`src/rtl/fetch_unit_pkg.sv`:
```
// Shared definitions for the instruction fetch stage: FSM encoding,
// the canonical NOP and the default reset PC.
package fetch_unit_pkg;

  typedef enum logic [1:0] {
    S_FETCH   = 2'd0,
    S_DISCARD = 2'd1,
    S_HOLD    = 2'd2
  } fetch_state_e;

  // addi x0, x0, 0
  localparam logic [31:0] NOP_INSTR        = 32'h0000_0013;
  localparam logic [31:0] RESET_PC_DEFAULT = 32'h0000_0000;

  // Sequential PC step; wraps modulo 2^32
  function automatic logic [31:0] pc_inc(input logic [31:0] pc);
    return pc + 32'd4;
  endfunction

endpackage

```
`src/rtl/fetch_unit_if.sv`:
```
// Instruction-memory request/acknowledge bus between the fetch unit and imem.
interface fetch_unit_if;
  logic        imem_req;
  logic [31:0] imem_addr;
  logic        imem_ack;
  logic [31:0] imem_rdata;

  modport master (
    output imem_req,
    output imem_addr,
    input  imem_ack,
    input  imem_rdata
  );

  modport slave (
    input  imem_req,
    input  imem_addr,
    output imem_ack,
    output imem_rdata
  );
endinterface

```
`src/rtl/fetch_unit_pipelinefd.sv`:
```
// IF/ID pipeline register: clear (flush) beats enable, enable = !StallD.
module pipelineFD
  import fetch_unit_pkg::*;
(
  input  logic        clk,
  input  logic        reset,
  input  logic        en,
  input  logic        clr,
  input  logic [31:0] instr_f,
  input  logic [31:0] pc_f,
  input  logic [31:0] pcplus4_f,
  input  logic        valid_f,
  output logic [31:0] InstrD,
  output logic [31:0] PCD,
  output logic [31:0] PCPlus4D,
  output logic        ValidD
);

  logic [31:0] instr_q, instr_d;
  logic [31:0] pc_q, pc_d;
  logic [31:0] pcplus4_q, pcplus4_d;
  logic        valid_q, valid_d;

  always_comb begin
    instr_d   = instr_q;
    pc_d      = pc_q;
    pcplus4_d = pcplus4_q;
    valid_d   = valid_q;
    if (clr) begin
      instr_d = NOP_INSTR;
      valid_d = 1'b0;
    end else if (en) begin
      instr_d   = instr_f;
      pc_d      = pc_f;
      pcplus4_d = pcplus4_f;
      valid_d   = valid_f;
    end
  end

  always_ff @(posedge clk or negedge reset) begin
    if (!reset) begin
      instr_q   <= NOP_INSTR;
      pc_q      <= 32'h0;
      pcplus4_q <= 32'h0;
      valid_q   <= 1'b0;
    end else begin
      instr_q   <= instr_d;
      pc_q      <= pc_d;
      pcplus4_q <= pcplus4_d;
      valid_q   <= valid_d;
    end
  end

  assign InstrD   = instr_q;
  assign PCD      = pc_q;
  assign PCPlus4D = pcplus4_q;
  assign ValidD   = valid_q;

endmodule

```
`src/rtl/fetch_unit.sv`:
```
// Instruction fetch stage: PC sequencing, redirect handling across
// outstanding imem requests, a one-entry stall buffer and the IF/ID register.
module fetch_unit
  import fetch_unit_pkg::*;
#(
  parameter logic [31:0] RESET_PC = RESET_PC_DEFAULT
) (
  input  logic               clk,
  input  logic               reset,
  input  logic               StallD,
  input  logic               FlushD,
  input  logic               PCSrcE,
  input  logic [31:0]        PCTargetE,
  fetch_unit_if.master       imem,
  output logic [31:0]        InstrD,
  output logic [31:0]        PCD,
  output logic [31:0]        PCPlus4D,
  output logic               ValidD,
  output logic               FetchBusyF
);

  fetch_state_e state_q, state_d;
  logic [31:0]  pcf_q, pcf_d;
  logic [31:0]  redir_q, redir_d;
  logic [31:0]  buf_instr_q, buf_instr_d;
  logic [31:0]  buf_pc_q, buf_pc_d;

  logic [31:0]  ifid_instr;
  logic [31:0]  ifid_pc;
  logic [31:0]  ifid_pcplus4;
  logic         ifid_valid;

  // State register
  always_ff @(posedge clk or negedge reset) begin
    if (!reset) begin
      state_q     <= S_FETCH;
      pcf_q       <= RESET_PC;
      redir_q     <= 32'h0;
      buf_instr_q <= 32'h0;
      buf_pc_q    <= 32'h0;
    end else begin
      state_q     <= state_d;
      pcf_q       <= pcf_d;
      redir_q     <= redir_d;
      buf_instr_q <= buf_instr_d;
      buf_pc_q    <= buf_pc_d;
    end
  end

  // Next-state and IF/ID input selection; default IF/ID input is a bubble
  always_comb begin
    state_d      = state_q;
    pcf_d        = pcf_q;
    redir_d      = redir_q;
    buf_instr_d  = buf_instr_q;
    buf_pc_d     = buf_pc_q;
    ifid_instr   = NOP_INSTR;
    ifid_pc      = pcf_q;
    ifid_pcplus4 = pc_inc(pcf_q);
    ifid_valid   = 1'b0;
    unique case (state_q)
      S_FETCH: begin
        if (imem.imem_ack) begin
          if (PCSrcE) begin
            pcf_d = PCTargetE;
          end else begin
            pcf_d = pc_inc(pcf_q);
            if (StallD) begin
              buf_instr_d = imem.imem_rdata;
              buf_pc_d    = pcf_q;
              state_d     = S_HOLD;
            end else begin
              ifid_instr = imem.imem_rdata;
              ifid_valid = 1'b1;
            end
          end
        end else if (PCSrcE) begin
          // The in-flight address cannot change until acked, so park the target
          redir_d = PCTargetE;
          state_d = S_DISCARD;
        end
      end
      S_DISCARD: begin
        if (PCSrcE) redir_d = PCTargetE;
        if (imem.imem_ack) begin
          pcf_d   = PCSrcE ? PCTargetE : redir_q;
          state_d = S_FETCH;
        end
      end
      S_HOLD: begin
        if (PCSrcE) begin
          pcf_d   = PCTargetE;
          state_d = S_FETCH;
        end else if (!StallD) begin
          ifid_instr   = buf_instr_q;
          ifid_pc      = buf_pc_q;
          ifid_pcplus4 = pc_inc(buf_pc_q);
          ifid_valid   = 1'b1;
          state_d      = S_FETCH;
        end
      end
      default: state_d = S_FETCH;
    endcase
  end

  // Outputs
  always_comb begin
    imem.imem_req  = reset & (state_q != S_HOLD);
    imem.imem_addr = pcf_q;
    FetchBusyF     = ((state_q == S_FETCH) & ~imem.imem_ack) | (state_q != S_FETCH);
  end

  pipelineFD u_pipelinefd (
    .clk       (clk),
    .reset     (reset),
    .en        (~StallD),
    .clr       (FlushD),
    .instr_f   (ifid_instr),
    .pc_f      (ifid_pc),
    .pcplus4_f (ifid_pcplus4),
    .valid_f   (ifid_valid),
    .InstrD    (InstrD),
    .PCD       (PCD),
    .PCPlus4D  (PCPlus4D),
    .ValidD    (ValidD)
  );

endmodule
```
`src/flat_wrapper.sv`:
```
// flat-port wrapper written by rule: the top's interface ports become plain ports
module fetch_unit_flat import fetch_unit_pkg::*;
#(
  parameter logic [31:0] RESET_PC = RESET_PC_DEFAULT
)
  (clk, reset, StallD, FlushD, PCSrcE, PCTargetE, InstrD, PCD, PCPlus4D, ValidD, FetchBusyF, imem_imem_req, imem_imem_addr, imem_imem_ack, imem_imem_rdata);
  fetch_unit_if imem_i ();
  input  logic clk;
  input  logic reset;
  input  logic StallD;
  input  logic FlushD;
  input  logic PCSrcE;
  input  logic [31:0] PCTargetE;
  output logic [31:0] InstrD;
  output logic [31:0] PCD;
  output logic [31:0] PCPlus4D;
  output logic ValidD;
  output logic FetchBusyF;
  output wire logic [$bits(imem_i.imem_req)-1:0] imem_imem_req;
  output wire logic [$bits(imem_i.imem_addr)-1:0] imem_imem_addr;
  input wire logic [$bits(imem_i.imem_ack)-1:0] imem_imem_ack;
  input wire logic [$bits(imem_i.imem_rdata)-1:0] imem_imem_rdata;
  assign imem_imem_req = imem_i.imem_req;
  assign imem_imem_addr = imem_i.imem_addr;
  assign imem_i.imem_ack = imem_imem_ack;
  assign imem_i.imem_rdata = imem_imem_rdata;
  fetch_unit #(.RESET_PC(RESET_PC)) u_core (.clk(clk), .reset(reset), .StallD(StallD), .FlushD(FlushD), .PCSrcE(PCSrcE), .PCTargetE(PCTargetE), .imem(imem_i), .InstrD(InstrD), .PCD(PCD), .PCPlus4D(PCPlus4D), .ValidD(ValidD), .FetchBusyF(FetchBusyF));
endmodule
```
`config.mk`:
```
export PLATFORM = sky130hd
export DESIGN_NAME = fetch_unit_flat
export DESIGN_NICKNAME = d
export VERILOG_FILES = /design/src/rtl/fetch_unit_pkg.sv /design/src/rtl/fetch_unit_if.sv /design/src/rtl/fetch_unit_pipelinefd.sv /design/src/rtl/fetch_unit.sv /design/src/flat_wrapper.sv
export SDC_FILE = /design/constraint.sdc
export NUM_CORES = 1
export LEC_CHECK = 0
export ABC_CLOCK_PERIOD_IN_PS = 2300
export CORE_ASPECT_RATIO = 0.9
export CORE_UTILIZATION = 49
export DETAILED_ROUTE_END_ITERATION = 8
export HOLD_SLACK_MARGIN = 0.02
export PLACE_DENSITY = 0.73
export SYNTH_ARGS = -nofsm -noshare
export SYNTH_HDL_FRONTEND = slang
export SYNTH_HIERARCHICAL = 1
export SYNTH_SLANG_ARGS = --single-unit
```
`constraint.sdc`:
```
create_clock -name clk -period 2.3 [get_ports clk]
set_input_delay 0.69 -clock clk [delete_from_list [all_inputs] [get_ports clk]]
set_output_delay 0.69 -clock clk [all_outputs]
set_load 0.02 [all_outputs]
```
==> parameters.txt, run 1 <==
Parameter                              Value

Route
  Number of vias per cell    ~5.6
  Routed vias    roughly 9.8k
  Drt first-iter violations    between 700 and 800
  Final routed wirelength across all metal layers    32.9 mm
  Routed Antenna Nets    0
  Total iterations of the first detailed-routing run    5
  Final routed DRC violation total    0
  Final routed wire length divided by cell count    19.0 um

Synth
  Predominant post-synthesis flop cell    sky130_fd_sc_hd__dfrtp_1
  Area share of the leading cell type in the synthesized netlist    45.5%
  Most area-hungry cell type in the Yosys netlist    sky130_fd_sc_hd__dfrtp_1
  Total of flip-flops plus latches after synthesis    between 200 and 250
  Synth cell types    69
  Register area share after synthesis    46.1%
  Mapped Area    12300 um^2
  Post-Synthesis Net Count    approximately 1.2k
  Async set-or-reset flop fraction in the synthesized netlist    100%
  Number of warning messages in the yosys log    6
  Largest cells by area after synthesis    sky130_fd_sc_hd__dfrtp_1 (45%), sky130_fd_sc_hd__mux2_2 (9.2%), sky130_fd_sc_hd__mux2_4 (7.3%)
  Count of flip-flops with a built-in enable after synthesis    0
  Synth Area per Inst    11.1 um^2
  Cells after synthesis    1114

Finish
  Post-route cell area    16200 um^2
  Count of filler cells inserted in the layout    1950
  Commonest cells after routing, fill and taps aside    sky130_fd_sc_hd__dfrtp_1 (222), sky130_fd_sc_hd__clkdlybuf4s50_1 (165), sky130_fd_sc_hd__nand2_1 (146)
  Area growth from synthesis to layout    31.4%
  Total number of nets in the final design    1453
  Most common cell after layout, fill and taps aside    sky130_fd_sc_hd__dfrtp_1
  Layout cell share with drive strength beyond 1    26.2%

Die
  I/O pins    201
  Starting utilization of the core area    50.4%
  Die X-Extent    169 um
  CORE AREA    ~24000 um^2
  Vert. Die Dim    152 um
  Site row count    54
  Floorplan die area    25800 um^2

Worst setup path
  Worst Path Class, Setup    reg2out
  Crit end category    primary output
  Max stage delay on crit path    approximately 0.66 ns
  Cells along the critical path    clkdlybuf4s50_1
  Number of buffer and inverter instances along the worst setup path    1
  Setup slack of the worst register-to-register path    0.06 ns
  Crit path max fanout    4
  Crit path required time    1.61 ns
  Worst reg2reg path startpoint    u_core/imem.imem_addr[2]
  Capture instance of the worst register-to-register path    u_core/u_pipelinefd/PCPlus4D[28]
  CP top delay family    buffers and inverters
  Critical-path cell with the highest stage delay    sky130_fd_sc_hd__clkdlybuf4s50_1
  Worst endpoint data arrival time    1.58 ns
  Depth of the worst register-to-register path    7
  Kind of start point of the critical path    flip-flop

CTS
  Clock tree from TritonCTS    done
  Clock sinks    227
  Source-to-sink clock delay at the later pin of the worst-skew pair    0.52 ns
  Bufs on Longest Clock Path    3
  Clock-pin slew on the worst setup and hold paths    0.06 ns
  Root cell of the clock tree    sky130_fd_sc_hd__clkbuf_16
  Postcts setup bufs    0
  Number of hold-repair buffers added at the cts stage    0
  Max H-tree Level    1
  Total clock buffers created by CTS    25

Power and ir drop
  Total power density per cell area    between 1000 and 1500 nW/um^2
  Maximum VDD drop    0.589 mV
  Static leakage    0.00715 uW

STA
  Ratio of final minimum period to clock period    98.6%
  Final Hold Slack    between 0.2 and 0.3 ns
  RSZ-0062 raised after global routing    true
  Worst slew pin tran    between 1 and 1.5 ns
  Final Skew    0.0113 ns
  Post-layout minimum cycle time    2.27 ns
  Total count of hold-check failures in the final report    0
  Worst rel slew slack    29.2%
  Pins Over Slew Limit    0
  Highest clock rate    441 MHz
  Final Setup Violations    0

Global routing
  Number of global-route vias before repair    9392
  Initial antenna violation count    1
  Largest net degree at the start of global routing    approximately 190
  First-pass GRT wire length    between 50 and 60 mm
  Gr ovfl total    0
  Gr usage total    approximately 26%

Placed design
  Placed cell area    15400 um^2
  GPL Wtd Cong    0.874
  HPWL Detailed    23.8 mm
  # port buffers    200

Status
  Status    complete, no violations

Min path
  Hold/Removal Path Class    in2async

Flow run
  Max Cap Viol    0
synthesized netlist by cell type (all sizes together) (4+ instances only):
| cell | count |
|---|---|
| dfrtp | 224 |
| a21oi | 46 |
| and3 | 7 |
| xor2 | 19 |
| a22oi | 5 |
| a2bb2oi | 4 |
| inv | 15 |
| nor2 | 56 |
| nor2b | 9 |
| ha | 6 |
| or3 | 4 |
| nor3 | 13 |
| o31ai | 4 |
| buf | 37 |
| nand2 | 147 |
| nand4 | 18 |
| nand2b | 4 |
| a21o | 4 |
| a31oi | 13 |
| xnor2 | 36 |
| nand3 | 22 |
| o22a | 13 |
| mux2i | 55 |
| a221oi | 8 |
| clkbuf | 48 |
| a22o | 31 |
| o211ai | 5 |
| mux2 | 161 |
| o21ai | 41 |
| nor4 | 6 |
| o21a | 9 |
| and4 | 10 |
state kept, by name, summed over array words and instances, names as in the netlist:
name / cells
u_core/buf_instr_q: 32
u_core/buf_pc_q: 32
u_core/imem.imem_addr: 32
u_core/redir_q: 32
u_core/state_q: 2
u_core/u_pipelinefd/InstrD: 32
u_core/u_pipelinefd/PCD: 32
u_core/u_pipelinefd/PCPlus4D: 32
u_core/u_pipelinefd/ValidD: 1
how the worst max path moves through the flow:
stage	depth (start not counted)	to	slack [ns]	start
floorplan	7	u_core/u_pipelinefd/PCPlus4D[26]	0.08	u_core/imem.imem_addr[2]
global placement	3	FetchBusyF	-0.20	imem_imem_ack
detailed placement	3	FetchBusyF	-0.22	imem_imem_ack
CTS	1	imem_imem_addr[1]	0.002	u_core/imem.imem_addr[1]
global route	7	u_core/u_pipelinefd/PCPlus4D[16]	-0.03	u_core/imem.imem_addr[2]
finish	1	imem_imem_addr[31]	0.03	u_core/imem.imem_addr[31]
per-layer routing:
layer	GRT usage [%]	up-vias	part of all wire, %
met1	39.3	4811	47
met4	5.36	0	1.9
li1	-	4526	-
met5	0	-	0
met3	3.32	41	6.6
met2	38.8	374	45
where the power goes:
group | switching (uW) | internal [uW] | total, uW
clock network | 1600 | 2500 | 4100
logic | 5020 | 5100 | 10100
registers | 1450 | 5750 | 7200
final cells by class:
| cell class | count | area (um^2) | share of cell area [%] |
|---|---|---|---|
| sequential | 227 | 5690 | 35.1 |
| tap | 336 | 420 | 2.60 |
| clock inverter | 7 | 90.1 | 0.556 |
| multi-input combinational | 787 | 6140 | 37.9 |
| timing repair buffer | 321 | 3040 | 18.8 |
| antenna | 1 | 2.50 | 0.0154 |
| clock buffer | 38 | 764 | 4.72 |
| inverter | 15 | 56.3 | 0.348 |
worst register-to-register path: cells and delay by family (launching register included):
family	cells	cell delay, ns
flip-flops	1	0.43
adder cells (fa/ha/maj)	1	0.22
XOR/XNOR	1	0.17
AND/OR/NAND/NOR	3	0.94
multiplexers	2	0.37
stage by stage:
stage	utilization, %	std cells	power (uW)	setup WS (ns)	setup TNS, ns
floorplan	-	1114	13000	0.0837	0
global placement	62.8	1686	17100	-0.204	-16.74
detailed placement	62.8	1686	17400	-0.220	-25.80
CTS	66.2	1731	21400	0.00169	0
global route	66.2	1731	22600	-0.0254	-0.0493
finish	66.2	1732	21400	0.0329	0
cells by family after synthesis:
group                      share of synthesized area (%)
AOI/OAI and AO/OA                                   11.2
xor gates and xnor gates                            3.91
adders and majority gates                          0.609
buffers and inverters                               4.32
DFF                                                 46.1
muxes                                               21.0
and+or+nand+nor                                     12.8
repair_timing:
| action | in CTS | in global routing |
|---|---|---|
| pin swaps | 0 | 1 |
| setup endpoints to repair | 32 | 6 |
| gates resized for setup | 41 | 5 |
No activity file was read; power rests on OpenSTA's default activity.
==> inputs of run 2 (changes only) <==
--- a/config.mk
+++ b/config.mk
@@ -7,6 +7,7 @@
 export LEC_CHECK = 0
 export ABC_CLOCK_PERIOD_IN_PS = 2300
 export CORE_ASPECT_RATIO = 0.9
+export CORE_MARGIN = 2
 export CORE_UTILIZATION = 49
 export DETAILED_ROUTE_END_ITERATION = 8
 export HOLD_SLACK_MARGIN = 0.02
==> run 2 against run 1 <==
Critical path depth did not move. Total power fell by 1.1%. Cell count rose by 0.17%. Non-clock buffer count fell by 4. Largest cell class unchanged. Critical endpoint is now PCD[19].
==> parameters.txt, run 2 (synthesized netlist as in run 1, its figures left out) <==
Parameter                              Value

Die
  CORE AREA    24900 um^2 (+1.9%)
  Starting utilization of the core area    49.5% (-0.92 points)
  Vert. Die Dim    154 um (+1.3%)
  I/O pins    201 (unchanged)
  Site row count    55 (+1.9%)
  Floorplan die area    26400 um^2 (+2.5%)
  Die X-Extent    171 um (+1.2%)

Worst setup path
  Kind of start point of the critical path    flip-flop
  Number of buffer and inverter instances along the worst setup path    1 (unchanged)
  Crit path max fanout    2 (-2)
  Cells along the critical path    clkdlybuf4s50_1
  Worst endpoint data arrival time    1.54 ns (-0.04 ns)
  CP top delay family    buffers and inverters
  Startpoint of the most critical setup path    u_core/u_pipelinefd/PCD[19]
  Crit path required time    1.61 ns (about the same)
  Worst Path Class, Setup    reg2out
  Max stage delay on crit path    0.64 ns (-0.02 ns)
  Worst reg2reg path startpoint    u_core/imem.imem_addr[2]
  Critical-path cell with the highest stage delay    sky130_fd_sc_hd__clkdlybuf4s50_1
  Crit end category    primary output

Route
  Final routed wirelength across all metal layers    33.2 mm (+0.89%)
  Number of vias per cell    5.60 (-0.57%)
  Total iterations of the first detailed-routing run    5 (unchanged)
  Final routed wire length divided by cell count    19.2 um (+0.72%)
  Routed vias    9713 (-0.40%)
  Drt first-iter violations    695 (-12%)
  Final routed DRC violation total    0 (unchanged)
  Routed Antenna Nets    0 (unchanged)

Finish
  Final Non-Filler Cells    1735 (+0.17%)
  Number of antenna cells inserted    0 (-1)
  Most common cell after layout, fill and taps aside    sky130_fd_sc_hd__dfrtp_1
  Count of filler cells inserted in the layout    1959 (+0.46%)
  Layout cell share with drive strength beyond 1    25.6% (-0.54 points)
  Total number of nets in the final design    1450 (-0.21%)
  Area of combinational cells with multiple inputs    6130 um^2 (about the same)
  Sequential Area    5690 um^2 (about the same)
  Area growth from synthesis to layout    30.9%
  Commonest cells after routing, fill and taps aside    sky130_fd_sc_hd__dfrtp_1 (221), sky130_fd_sc_hd__clkdlybuf4s50_1 (164), sky130_fd_sc_hd__nand2_1 (146)

STA
  Highest clock rate    449 MHz (+1.8%)
  Final Setup Violations    0 (unchanged)
  Worst rel slew slack    33.7% (+4.4 points)
  Ratio of final minimum period to clock period    96.9% (-1.7 points)
  RSZ-0062 raised after global routing    false
  Total count of hold-check failures in the final report    0 (unchanged)
  Final TNS setup    0 ns (unchanged)
  Final Skew    0.0139 ns (+0.00258 ns)
  Worst slew pin tran    0.995 ns (-0.0664 ns)
  Pins Over Slew Limit    0 (unchanged)
  Post-layout minimum cycle time    2.23 ns (-0.0392 ns)

Placed design
  HPWL Detailed    23.8 mm (about the same)
  # port buffers    200 (unchanged)
  GPL Wtd Cong    0.920 (+5.3%)
  Cell count after placement    1688 (+0.12%)

CTS
  Max H-tree Level    1 (unchanged)
  Clock tree from TritonCTS    done
  Clock-pin slew on the worst setup and hold paths    0.06 ns (about the same)
  Total clock buffers created by CTS    26 (+4.0%)
  Number of hold-repair buffers added at the cts stage    0 (unchanged)
  Source-to-sink clock delay at the later pin of the worst-skew pair    0.53 ns (about the same)
  Clock sinks    227 (unchanged)
  Root cell of the clock tree    sky130_fd_sc_hd__clkbuf_16
  Bufs on Longest Clock Path    3 (unchanged)
  Postcts setup bufs    0 (unchanged)

Global routing
  Number of global-route vias before repair    9572 (+1.9%)
  Gr usage total    25.2% (-0.44 points)
  Initial antenna violation count    0 (-1)
  Gr ovfl total    0 (unchanged)
  First-pass GRT wire length    52.6 mm (+0.42%)
  Largest net degree at the start of global routing    166 (-11%)

Min path
  Hold/Removal Path Class    in2async

Power and ir drop
  Maximum VDD drop    0.704 mV (+19%)
  Power, Total    21200 uW (-1.1%)
  Static leakage    0.00711 uW (-0.58%)
  Total power density per cell area    1310 nW/um^2 (-0.76%)

Status
  Status    complete, no violations

Flow run
  Max Cap Viol    0 (unchanged)
## run 2: changes by cell type in the layout (fill, tap and decap cells not counted), sizes merged
cell,before,now
inv,15,16
dlymetal6s2s,1,3
bufinv,2,1
clkinv,3,4
clkdlybuf4s50,165,164
clkbuf,38,41
dlygate4sd2,30,29
diode,1,0
buf,125,121
clkinvlp,2,0
## run 2: routing by layer
metal	vias up	share of wire (%)	GRT usage, %
li1	4511	-	-
met1	4786	44	36.3
met2	342	46	39.1
met3	74	6.0	3.94
met4	0	3.2	8.11
met5	-	0	0
## run 2: cell type report
class                   count  area share, %
repair buffers            317           18.7
inverters                  15          0.349
clock inverters             6          0.364
flip-flops and latches    227           35.3
clock buffers              41           4.64
multi-input cells         787           38.0
well taps                 342           2.65
## run 2: what timing repair did
action | CTS | global route
resized for setup | 41 | 9
setup endpoints to repair | 31 | 9
cloned | 0 | 0
pin swaps | 0 | 1
## run 2: final timing paths
path / to / slack [ns] / depth (start not counted)
min in group clk: u_core/redir_q[3] / 0.50 / 1
max: PCD[19] / 0.07 / 1
max in group asynchronous: u_core/imem.imem_addr[17] / 1.15 / 3
min reg2reg: u_core/redir_q[3] / 0.50 / 1
max reg2reg: u_core/u_pipelinefd/PCPlus4D[26] / 0.13 / 7
min: u_core/buf_instr_q[1] / 0.31 / 3
## run 2: power breakdown
part	internal (uW)	switching, uW	total (uW)	leakage, uW
Combinational	5070	4950	10000	0.00395
Sequential	5750	1450	7200	0.00276
Clock	2340	1610	3950	0.000396
## run 2: through the flow
stage	instance area, um^2	setup slack, ns	utilization [%]	hold WS (ns)
after floorplan	12300	0.0837	-	0.394
after global placement	15300	-0.200	61.6	0.482
after detailed placement	15300	-0.237	61.6	0.492
after CTS	16100	-0.0166	64.7	0.472
after global routing	16100	0.0263	64.8	0.466
final	16100	0.0721	64.8	0.307
## run 2: tightest hold or removal path, cell delays in order
cell and delay, ns:
sky130_fd_sc_hd__buf_8 0.07, sky130_fd_sc_hd__buf_4 0.11, sky130_fd_sc_hd__buf_12 0.50
